$ cat src/rtl/alu_pkg.sv
// Shared types and constants for the ALU operand sequencer: operator and state encodings, flag positions.
package alu_pkg;

    typedef enum logic [1:0] {
        OP_ADD = 2'd0,
        OP_SUB = 2'd1,
        OP_AND = 2'd2,
        OP_OR  = 2'd3
    } alu_op_t;

    typedef enum logic [2:0] {
        S_LOAD_A  = 3'd0,
        S_LOAD_B  = 3'd1,
        S_LOAD_OP = 3'd2,
        S_EXEC    = 3'd3,
        S_SHOW    = 3'd4
    } seq_state_t;

    localparam int FLAG_N = 3;
    localparam int FLAG_Z = 2;
    localparam int FLAG_C = 1;
    localparam int FLAG_V = 0;

endpackage

$ cat src/rtl/alu_operand_sequencer_btn_conditioner.sv
// Push-button conditioner: 2-flop synchroniser, stable-level debounce and a single press pulse per accepted rising level.
module btn_conditioner #(
    parameter int DEBOUNCE_CYC = 500000
) (
    input  logic clk,
    input  logic rst_n,
    input  logic raw,
    output logic press
);

    localparam int CW = (DEBOUNCE_CYC > 1) ? $clog2(DEBOUNCE_CYC) : 1;
    localparam logic [CW-1:0] CNT_LAST = CW'(DEBOUNCE_CYC - 1);

    logic [1:0]    sync_q;
    logic          level_q, level_d;
    logic [CW-1:0] cnt_q, cnt_d;
    logic          press_q, press_d;

    // Synchroniser chain for the asynchronous button input.
    always_ff @(posedge clk or negedge rst_n) begin
        if (!rst_n) begin
            sync_q <= 2'b00;
        end else begin
            sync_q <= {sync_q[0], raw};
        end
    end

    // Any return to the accepted level restarts the count, so bouncing never accumulates.
    always_comb begin
        level_d = level_q;
        cnt_d   = '0;
        press_d = 1'b0;
        if (sync_q[1] != level_q) begin
            if (cnt_q == CNT_LAST) begin
                level_d = sync_q[1];
                press_d = sync_q[1];
                cnt_d   = '0;
            end else begin
                cnt_d = cnt_q + CW'(1);
            end
        end else begin
            cnt_d = '0;
        end
    end

    // Debounce state and registered press pulse.
    always_ff @(posedge clk or negedge rst_n) begin
        if (!rst_n) begin
            level_q <= 1'b0;
            cnt_q   <= '0;
            press_q <= 1'b0;
        end else begin
            level_q <= level_d;
            cnt_q   <= cnt_d;
            press_q <= press_d;
        end
    end

    assign press = press_q;

endmodule

$ cat src/rtl/alu_operand_sequencer.sv
// Front end for the ALU: loads A, B and operator one enter press at a time, executes and holds the result.
// Build option ALU_CHAIN_EN: enter in S_SHOW feeds the result back as operand A (accumulator chaining).
module alu_operand_sequencer
    import alu_pkg::*;
#(
    parameter int N            = 2,
    parameter int DEBOUNCE_CYC = 500000
) (
    input  logic         clk,
    input  logic         rst_n,
    input  logic [N-1:0] sw_data,
    input  logic [1:0]   sw_op,
    input  logic         btn_enter,
    input  logic         btn_clear,
    output logic [N-1:0] alu_a,
    output logic [N-1:0] alu_b,
    output logic [1:0]   alu_op,
    input  logic [N-1:0] alu_result,
    input  logic [3:0]   alu_flags,
    output logic [N-1:0] res_q,
    output logic [3:0]   flags_q,
    output logic         res_valid,
    output logic [2:0]   state_o
);

    logic enter_s, clear_s;

    btn_conditioner #(.DEBOUNCE_CYC(DEBOUNCE_CYC)) u_enter (
        .clk(clk), .rst_n(rst_n), .raw(btn_enter), .press(enter_s)
    );

    btn_conditioner #(.DEBOUNCE_CYC(DEBOUNCE_CYC)) u_clear (
        .clk(clk), .rst_n(rst_n), .raw(btn_clear), .press(clear_s)
    );

    seq_state_t   state_q, state_d;
    logic [N-1:0] a_q, a_d, b_q, b_d, res_r_q, res_d;
    alu_op_t      op_q, op_d;
    logic [3:0]   flags_r_q, flags_d;
    logic         valid_q, valid_d;

    // Next-state and register updates; clear overrides everything including a same-cycle enter.
    always_comb begin
        state_d = state_q;
        a_d     = a_q;
        b_d     = b_q;
        op_d    = op_q;
        res_d   = res_r_q;
        flags_d = flags_r_q;
        valid_d = valid_q;
        if (clear_s) begin
            a_d     = '0;
            b_d     = '0;
            op_d    = OP_ADD;
            res_d   = '0;
            flags_d = 4'b0000;
            valid_d = 1'b0;
            state_d = S_LOAD_A;
        end else begin
            case (state_q)
                S_LOAD_A: begin
                    if (enter_s) begin
                        a_d     = sw_data;
                        state_d = S_LOAD_B;
                    end else begin
                        state_d = S_LOAD_A;
                    end
                end
                S_LOAD_B: begin
                    if (enter_s) begin
                        b_d     = sw_data;
                        state_d = S_LOAD_OP;
                    end else begin
                        state_d = S_LOAD_B;
                    end
                end
                S_LOAD_OP: begin
                    if (enter_s) begin
                        op_d    = alu_op_t'(sw_op);
                        state_d = S_EXEC;
                    end else begin
                        state_d = S_LOAD_OP;
                    end
                end
                S_EXEC: begin
                    res_d   = alu_result;
                    flags_d = alu_flags;
                    valid_d = 1'b1;
                    state_d = S_SHOW;
                end
                S_SHOW: begin
                    if (enter_s) begin
                        valid_d = 1'b0;
`ifdef ALU_CHAIN_EN
                        a_d     = res_r_q;
                        state_d = S_LOAD_B;
`else
                        state_d = S_LOAD_A;
`endif
                    end else begin
                        state_d = S_SHOW;
                    end
                end
                default: begin
                    state_d = S_LOAD_A;
                end
            endcase
        end
    end

    // State, operand and result registers.
    always_ff @(posedge clk or negedge rst_n) begin
        if (!rst_n) begin
            state_q   <= S_LOAD_A;
            a_q       <= '0;
            b_q       <= '0;
            op_q      <= OP_ADD;
            res_r_q   <= '0;
            flags_r_q <= 4'b0000;
            valid_q   <= 1'b0;
        end else begin
            state_q   <= state_d;
            a_q       <= a_d;
            b_q       <= b_d;
            op_q      <= op_d;
            res_r_q   <= res_d;
            flags_r_q <= flags_d;
            valid_q   <= valid_d;
        end
    end

    assign alu_a     = a_q;
    assign alu_b     = b_q;
    assign alu_op    = op_q;
    assign res_q     = res_r_q;
    assign flags_q   = flags_r_q;
    assign res_valid = valid_q;
    assign state_o   = state_q;

endmodule
$ cat config.mk
export PLATFORM = sky130hd
export DESIGN_NAME = alu_operand_sequencer
export DESIGN_NICKNAME = d
export VERILOG_FILES = /design/src/rtl/alu_pkg.sv /design/src/rtl/alu_operand_sequencer_btn_conditioner.sv /design/src/rtl/alu_operand_sequencer.sv
export SDC_FILE = /design/constraint.sdc
export NUM_CORES = 1
export LEC_CHECK = 0
export ABC_AREA = 1
export CORE_ASPECT_RATIO = 0.9
export CORE_UTILIZATION = 42
export CTS_CLUSTER_SIZE = 16
export DETAILED_ROUTE_END_ITERATION = 10
export PLACE_DENSITY = 0.73
export SLEW_MARGIN = 20
export SYNTH_ARGS = -nofsm -noshare
export SYNTH_HDL_FRONTEND = slang
export SYNTH_HIERARCHICAL = 1
export SYNTH_SLANG_ARGS = --single-unit
$ cat constraint.sdc
create_clock -name clk -period 3 [get_ports clk]
set_input_delay 0.6 -clock clk [delete_from_list [all_inputs] [get_ports clk]]
set_output_delay 0.6 -clock clk [all_outputs]
set_load 0.1 [all_outputs]
==> results_tabular.tex, run 1 <==
\begin{tabular}{lr}
\hline
Metric & Value \\
\hline
\multicolumn{2}{l}{\textbf{Timing}} \\
\quad Pin slew with the least headroom to its limit & 0.556 ns \\
\quad TNS Setup & 0 ns \\
\quad Shortest clock period the worst path allows after layout & 1.81 ns \\
\quad Tightest slew margin relative to the limit & 62.9\% \\
\quad Highest clock frequency the design can meet & 553 MHz \\
\quad Tightest hold margin & 0.240 ns \\
\quad Finish-stage setup viols & 0 \\
\quad Pins Over Slew Limit & 0 \\
\quad Final hold viol count & 0 \\
\quad Setup repair after global routing missed its margin & false \\
\quad Final period util & 60.3\% \\
\quad Worst setup margin & 1.19 ns \\
\quad Final worst clock skew & 0.00972 ns \\
\multicolumn{2}{l}{\textbf{Clock tree}} \\
\quad Clock tree root buffer cell & sky130\_fd\_sc\_hd\_\_clkbuf\_8 \\
\quad Buffer levels on the longest clock path & 2 \\
\quad Clock H-tree levels & 3 \\
\quad Clock Pin Slew Worst Setup and Hold Paths & 0.08 ns \\
\quad Hold Buf Count CTS & 0 \\
\quad Post-CTS resize count & 0 \\
\quad Number of sinks driven by the clock tree & 62 \\
\quad Clock buffer count from CTS & 9 \\
\quad Setup fix buffers added after clock tree synthesis & 0 \\
\quad Clock tree from TritonCTS & yes \\
\quad Worst-Skew Late Latency & 0.35 ns \\
\multicolumn{2}{l}{\textbf{Place}} \\
\quad Cell count after placement & 509 \\
\quad DP Wirelength & 4.73 mm \\
\quad Placed standard-cell area & 3550 sq um \\
\quad Final RePlAce weighted congestion & 0.929 \\
\quad Post-placement worst setup slack & 1.56 ns \\
\quad Count of buffers inserted at the top-level ports & 29 \\
\multicolumn{2}{l}{\textbf{Drt}} \\
\quad Final Routed Wirelength & 6.45 mm \\
\quad Drt pass-1 iters & 4 \\
\quad Per-cell via count in the routed design & 4.92 \\
\quad Drt first-iter violations & 91 \\
\quad DRC errors left & 0 \\
\quad Post-DRT Antenna Nets & 0 \\
\quad Vias & 2582 \\
\quad Detailed-route wire length per cell & 12.3 microns \\
\multicolumn{2}{l}{\textbf{Floorplanning}} \\
\quad Core region area & 7180 sq um \\
\quad I/O pin count & 30 \\
\quad Floorplan die area & 7950 sq um \\
\quad Initial standard-cell utilization of the core & 44.4\% \\
\quad Width of the die & 93.9 microns \\
\quad FP Rows & 29 \\
\quad Die H & 84.7 microns \\
\multicolumn{2}{l}{\textbf{GRT}} \\
\quad Global-route track usage on met2 & 28.1\% \\
\quad Layer carrying the most global-route usage & met2 \\
\quad Global routing usage on met3 & 4.71\% \\
\quad Met1 track utilization from global routing & 24.2\% \\
\quad Global Route Usage Sum & 18.1\% \\
\quad Global-route wire length before repair & 11.1 mm \\
\quad Antenna violations before repair & 0 \\
\quad Global route total overflow & 0 \\
\quad Via count of the first global-routing pass & 2495 \\
\quad Maximum number of pins on one net before global-route repair & 25 \\
\multicolumn{2}{l}{\textbf{Worst setup path}} \\
\quad Worst Setup Path Type & reg -> out \\
\quad Cell with the largest stage delay on the worst path & sky130\_fd\_sc\_hd\_\_dfrtp\_1 \\
\quad Cell-by-cell listing of the critical path & buf\_4 \\
\quad Dominant delay contributor by cell family on the critical path & flip-flops \\
\quad Stage delay of the slowest cell on the critical path & 0.51 ns \\
\quad Critical Path AT & 1.21 ns \\
\quad Number of buffers and inverters on the critical path & 1 \\
\quad Endpoint type of the worst setup path & output pin \\
\quad Maximum fanout encountered on the critical timing path & 6 \\
\quad Worst path required time & 2.40 ns \\
\quad Sort of element at the start of the critical path & flip-flop \\
\multicolumn{2}{l}{\textbf{Synth}} \\
\quad Distinct cell type count of the synthesized netlist & 25 \\
\quad Netlist area before placement & 3190 sq um \\
\quad Number of nets produced by synthesis & 402 \\
\quad Synthesized flop and latch total & 62 \\
\quad Total of warnings raised by yosys & 6 \\
\quad Number of standard cells after synthesis & 386 \\
\quad Share of the yosys chip area belonging to registers & 48.6\% \\
\quad Syn Area/Cell & 8.26 sq um \\
\multicolumn{2}{l}{\textbf{Run}} \\
\quad Max-cap violations & 0 \\
\multicolumn{2}{l}{\textbf{Hold path}} \\
\quad Class of the most critical hold timing path & in -> async \\
\multicolumn{2}{l}{\textbf{Layout}} \\
\quad Number of diodes added for antenna fixing & 0 \\
\quad Core utilization of the finished layout & 52.2\% \\
\quad Post-layout nets & 443 \\
\quad Area Growth Syn to Fin & 17.7\% \\
\quad Share of layout cells above drive strength 1 & 18.8\% \\
\quad Total of fill cells in the finished design & 681 \\
\quad Final non-filler cell area & 3750 sq um \\
\quad Count of placed standard cells in the final layout, fillers left out & 525 \\
\quad Commonest non-fill, non-tap cells in the layout & 74 x sky130\_fd\_sc\_hd\_\_nand2\_1, 72 x sky130\_fd\_sc\_hd\_\_nor2\_1, 62 x sky130\_fd\_sc\_hd\_\_dfrtp\_1 \\
\quad Leading cell type in the layout, fill and taps excluded & sky130\_fd\_sc\_hd\_\_nand2\_1 \\
\multicolumn{2}{l}{\textbf{Outcome}} \\
\quad Status & finished clean \\
\multicolumn{2}{l}{\textbf{Power and ir drop}} \\
\quad Part of the total power dissipated in sequential elements & 51.7\% \\
\quad Highest ir drop seen on vdd & 0.000452 V \\
\quad Psw & 0.390 mW \\
\quad Ratio of total power to cell area & 438 nW/um\^{}2 \\
\quad Sw Share & 23.7\% \\
\quad Gate power share & 4.0\% \\
\quad Total chip power & 1.65 mW \\
\quad Clock Power Share & 44.3\% \\
\quad Cell-internal power & 1.26 mW \\
\quad Leak & 1.65 nW \\
\hline
\end{tabular}
## flip-flops by register name, summed over array words and instances (netlist names)
| signal | count |
|---|---|
| u_enter/press | 1 |
| u_clear/sync_q | 2 |
| u_enter/cnt_q | 19 |
| alu_a | 2 |
| u_clear/press | 1 |
| u_enter/level_q | 1 |
| alu_b | 2 |
| u_enter/sync_q | 2 |
| res_valid | 1 |
| state_o | 3 |
| u_clear/level_q | 1 |
| res_q | 2 |
| flags_q | 4 |
| u_clear/cnt_q | 19 |
| alu_op | 2 |
## metal layers
layer	vias up	share of wire (%)
met4	0	1.3
met2	55	46
met1	1221	49
met5	-	0
met3	9	4.2
li1	1297	-
## layout make-up
type                            count  area, sq um  share of cell area [%]
Tap cell                           93          116                    3.10
Sequential cell                    62         1550                    41.3
Clock inverter                      7         75.1                    2.00
Inverter                           47          181                    4.83
Multi-Input combinational cell    276         1450                    38.5
Clock buffer                        9          124                    3.30
Timing Repair Buffer               31          260                    6.93
## final timing paths
path                                     endpoint               from  cells after the start  slack (ns)
worst max-delay path                   state_o[1]         state_o[1]                      1        1.19
worst min-delay path            u_clear/cnt_q[14]              rst_n                      1        0.24
worst max register to register   u_clear/cnt_q[5]   u_clear/cnt_q[0]                      6        1.54
worst min register to register  u_clear/sync_q[1]  u_clear/sync_q[0]                      0        0.36
max in group asynchronous       u_enter/cnt_q[13]              rst_n                      2        2.07
min in group clk                u_clear/sync_q[1]  u_clear/sync_q[0]                      0        0.36
## Yosys cell counts
cell / instances / area, sq um
sky130_fd_sc_hd__a21oi_1: 8 / 40.0
sky130_fd_sc_hd__buf_6: 1 / 11.3
sky130_fd_sc_hd__dfrtp_1: 62 / 1550
sky130_fd_sc_hd__ha_1: 2 / 25.0
sky130_fd_sc_hd__inv_1: 39 / 146
sky130_fd_sc_hd__inv_2: 6 / 22.5
sky130_fd_sc_hd__inv_4: 2 / 12.5
sky130_fd_sc_hd__nand2_1: 74 / 278
sky130_fd_sc_hd__nand2_2: 10 / 62.6
sky130_fd_sc_hd__nand2_4: 2 / 22.5
sky130_fd_sc_hd__nand3_1: 43 / 215
sky130_fd_sc_hd__nand3_2: 2 / 20.0
sky130_fd_sc_hd__nand3_4: 1 / 17.5
sky130_fd_sc_hd__nand4_1: 4 / 25.0
sky130_fd_sc_hd__nor2_1: 72 / 270
sky130_fd_sc_hd__nor2_2: 9 / 56.3
sky130_fd_sc_hd__nor2_4: 8 / 90.1
sky130_fd_sc_hd__nor3_1: 6 / 30.0
sky130_fd_sc_hd__nor3b_2: 4 / 50.1
sky130_fd_sc_hd__o21a_1: 2 / 15.0
sky130_fd_sc_hd__o21ai_0: 5 / 25.0
sky130_fd_sc_hd__o21ai_1: 6 / 30.0
sky130_fd_sc_hd__xnor2_1: 4 / 35.0
sky130_fd_sc_hd__xor2_1: 12 / 105
sky130_fd_sc_hd__xor2_2: 2 / 32.5
## power groups by stage
stage                     registers, mW  logic (mW)  clock network, mW
final                             0.851      0.0661              0.729
after CTS                         0.851      0.0681              0.758
after global routing              0.851      0.0760              0.796
after detailed placement          0.867      0.0677                  0
after floorplan                   0.866      0.0257                  0
after global placement            0.866      0.0663                  0
## cells by family (layout without fill, tap and decap cells)
family | count (synthesis) | count (layout) | synth area share (%)
and+or+nand+nor | 235 | 235 | 35.7
DFF | 62 | 62 | 48.6
xor gates and xnor gates | 18 | 18 | 5.41
buffers and inverters | 48 | 94 | 6.04
AOI/OAI and AO/OA | 21 | 21 | 3.45
adders and majority gates | 2 | 2 | 0.784
Power figures use the tool's default switching activity.
==> inputs of run 2 (changes only) <==
- PLACE_DENSITY: 0.73 -> 0.75
- clock period: 3 -> 1.55 ns (I/O delays scaled with it)
==> results_tabular.tex, run 2 (synthesis gave the netlist of run 1 again) <==
\begin{tabular}{lr}
\hline
Metric & Value \\
\hline
\multicolumn{2}{l}{\textbf{Clock tree}} \\
\quad Clock H-tree levels & 3 \\
\quad Number of sinks driven by the clock tree & 62 \\
\quad Worst-Skew Late Latency & 0.35 ns \\
\quad Clock Pin Slew Worst Setup and Hold Paths & 0.07 ns \\
\quad Buffer levels on the longest clock path & 2 \\
\quad Clock tree root buffer cell & sky130\_fd\_sc\_hd\_\_clkbuf\_8 \\
\quad Clock buffer count from CTS & 9 \\
\quad Clock tree from TritonCTS & yes \\
\quad Setup fix buffers added after clock tree synthesis & 0 \\
\multicolumn{2}{l}{\textbf{Power and ir drop}} \\
\quad Cell-internal power & 2.60 mW \\
\quad Highest ir drop seen on vdd & 0.000545 V \\
\quad Part of the total power dissipated in sequential elements & 49.9\% \\
\quad Sw Share & 21.1\% \\
\quad Psw & 0.697 mW \\
\quad Clock Power Share & 46.2\% \\
\quad Ratio of total power to cell area & 826 nW/um\^{}2 \\
\quad Leak & 1.75 nW \\
\quad Gate power share & 3.9\% \\
\multicolumn{2}{l}{\textbf{Worst setup path}} \\
\quad Critical Path AT & 1.68 ns \\
\quad Worst path required time & 1.78 ns \\
\quad Sort of element at the start of the critical path & flip-flop \\
\quad Maximum fanout encountered on the critical timing path & 4 \\
\quad Worst reg2reg path depth & 8 \\
\quad Worst Setup Path Type & reg -> reg \\
\quad Endpoint type of the worst setup path & flip-flop \\
\multicolumn{2}{l}{\textbf{Timing}} \\
\quad TNS Setup & 0 ns \\
\quad Setup repair after global routing missed its margin & true \\
\quad Final hold viol count & 0 \\
\quad Tightest slew margin relative to the limit & 73.9\% \\
\quad Pins Over Slew Limit & 0 \\
\quad Final worst clock skew & 0.0111 ns \\
\quad Tightest hold margin & 0.348 ns \\
\quad Pin slew with the least headroom to its limit & 0.390 ns \\
\quad Shortest clock period the worst path allows after layout & 1.44 ns \\
\quad Finish-stage setup viols & 0 \\
\quad Highest clock frequency the design can meet & 693 MHz \\
\quad Final period util & 93.1\% \\
\multicolumn{2}{l}{\textbf{Drt}} \\
\quad Final Routed Wirelength & 6.34 mm \\
\quad Uppermost layer routed & met4 \\
\quad Met1 wire length & 3.02 mm \\
\quad WL met2 & 2.92 mm \\
\quad Post-DRT Antenna Nets & 0 \\
\quad Routed wl met3 & 308 microns \\
\quad Per-cell via count in the routed design & 4.88 \\
\quad Vias & 2562 \\
\quad Drt pass-1 iters & 6 \\
\quad Drt first-iter violations & 177 \\
\quad DRC errors left & 0 \\
\quad Detailed-route wire length per cell & 12.1 microns \\
\multicolumn{2}{l}{\textbf{Floorplanning}} \\
\quad Die H & 84.7 microns \\
\quad Width of the die & 93.9 microns \\
\quad I/O pin count & 30 \\
\quad FP Rows & 29 \\
\quad Core region area & 7180 sq um \\
\quad Floorplan die area & 7950 sq um \\
\quad Initial standard-cell utilization of the core & 44.4\% \\
\multicolumn{2}{l}{\textbf{Layout}} \\
\quad Number of diodes added for antenna fixing & 0 \\
\quad Core utilization of the finished layout & 55.6\% \\
\quad Final non-filler cell area & 4000 sq um \\
\quad Total of fill cells in the finished design & 635 \\
\quad Sequential Area & 1560 sq um \\
\quad Area Growth Syn to Fin & 25.3\% \\
\quad Count of placed standard cells in the final layout, fillers left out & 525 \\
\quad Leading cell type in the layout, fill and taps excluded & sky130\_fd\_sc\_hd\_\_nand2\_1 \\
\quad Post-layout nets & 443 \\
\quad Share of layout cells above drive strength 1 & 19.4\% \\
\quad Commonest non-fill, non-tap cells in the layout & 74 x sky130\_fd\_sc\_hd\_\_nand2\_1, 71 x sky130\_fd\_sc\_hd\_\_nor2\_1, 59 x sky130\_fd\_sc\_hd\_\_dfrtp\_1 \\
\quad Area of combinational cells with multiple inputs & 1450 sq um \\
\multicolumn{2}{l}{\textbf{GRT}} \\
\quad Global Route Usage Sum & 18.3\% \\
\quad Global route total overflow & 0 \\
\quad Via count of the first global-routing pass & 2520 \\
\quad Antenna violations before repair & 0 \\
\quad Maximum number of pins on one net before global-route repair & 63 \\
\quad Global-route wire length before repair & 11.3 mm \\
\multicolumn{2}{l}{\textbf{Place}} \\
\quad Final RePlAce weighted congestion & 0.917 \\
\quad Count of buffers inserted at the top-level ports & 29 \\
\quad DP Wirelength & 4.65 mm \\
\quad Cell count after placement & 508 \\
\quad Placed standard-cell area & 3760 sq um \\
\multicolumn{2}{l}{\textbf{Run}} \\
\quad Max-cap violations & 0 \\
\multicolumn{2}{l}{\textbf{Hold path}} \\
\quad Hold Path Stages & 0 \\
\quad Class of the most critical hold timing path & reg -> reg \\
\multicolumn{2}{l}{\textbf{Outcome}} \\
\quad Status & finished clean \\
\hline
\end{tabular}
[run 2: area by class of cell]
type,instances,share of cell area [%]
clock buffer,13,4.48
clock inverter,3,1.00
multi-input combinational,276,36.2
inverter,47,4.54
sequential,62,38.9
timing repair buffer,31,11.9
tap,93,2.91
[run 2: path summary, 6_finish.rpt]
kind                                         from  slack [ns]                 to
worst min-delay path            u_enter/sync_q[0]        0.35  u_enter/sync_q[1]
min in group asynchronous                   rst_n        0.50  u_enter/sync_q[0]
worst max register to register   u_clear/cnt_q[0]        0.11  u_clear/cnt_q[18]
max in group asynchronous                   rst_n        0.77         state_o[2]
worst min register to register  u_enter/sync_q[0]        0.35  u_enter/sync_q[1]
worst max-delay path             u_clear/cnt_q[0]        0.11  u_clear/cnt_q[18]
[run 2: through the flow]
step | total power [mW] | setup WS, ns
floorplan | 1.73 | 0.279
global placement | 1.81 | 0.229
detailed placement | 1.81 | 0.108
CTS | 3.36 | 0.0930
global route | 3.44 | -0.0113
finish | 3.30 | 0.108
[run 2: power by group through the flow]
stage          Clock [mW]  Sequential [mW]  Combinational [mW]
3_3_place_gp            0             1.68               0.129
4_1_cts              1.58             1.65               0.134
3_5_place_dp            0             1.68               0.131
2_1_floorplan           0             1.68              0.0497
5_1_grt              1.64             1.65               0.149
6_report             1.52             1.65               0.129
[run 2: layer usage]
layer | up-vias | track usage [%]
met4 | 0 | 6.01
li1 | 1297 | -
met5 | - | 0
met2 | 58 | 28.0
met3 | 12 | 5.34
met1 | 1195 | 24.9
[run 2: critical path: stages, from the launching register on]
cell	delay [ns]
sky130_fd_sc_hd__dfrtp_1	0.37
sky130_fd_sc_hd__ha_1	0.17
sky130_fd_sc_hd__nand2_1	0.12
sky130_fd_sc_hd__nor2_2	0.19
sky130_fd_sc_hd__nand2_2	0.11
sky130_fd_sc_hd__nor2_1	0.16
sky130_fd_sc_hd__nand3_1	0.10
sky130_fd_sc_hd__nand3_1	0.08
sky130_fd_sc_hd__nor2_1	0.04
[run 2: timing repair]
item	in CTS	in global routing
gates resized for setup	0	2
hold buffers	1	0
endpoints found under the setup margin	0	12
endpoints found under the hold margin	62	0
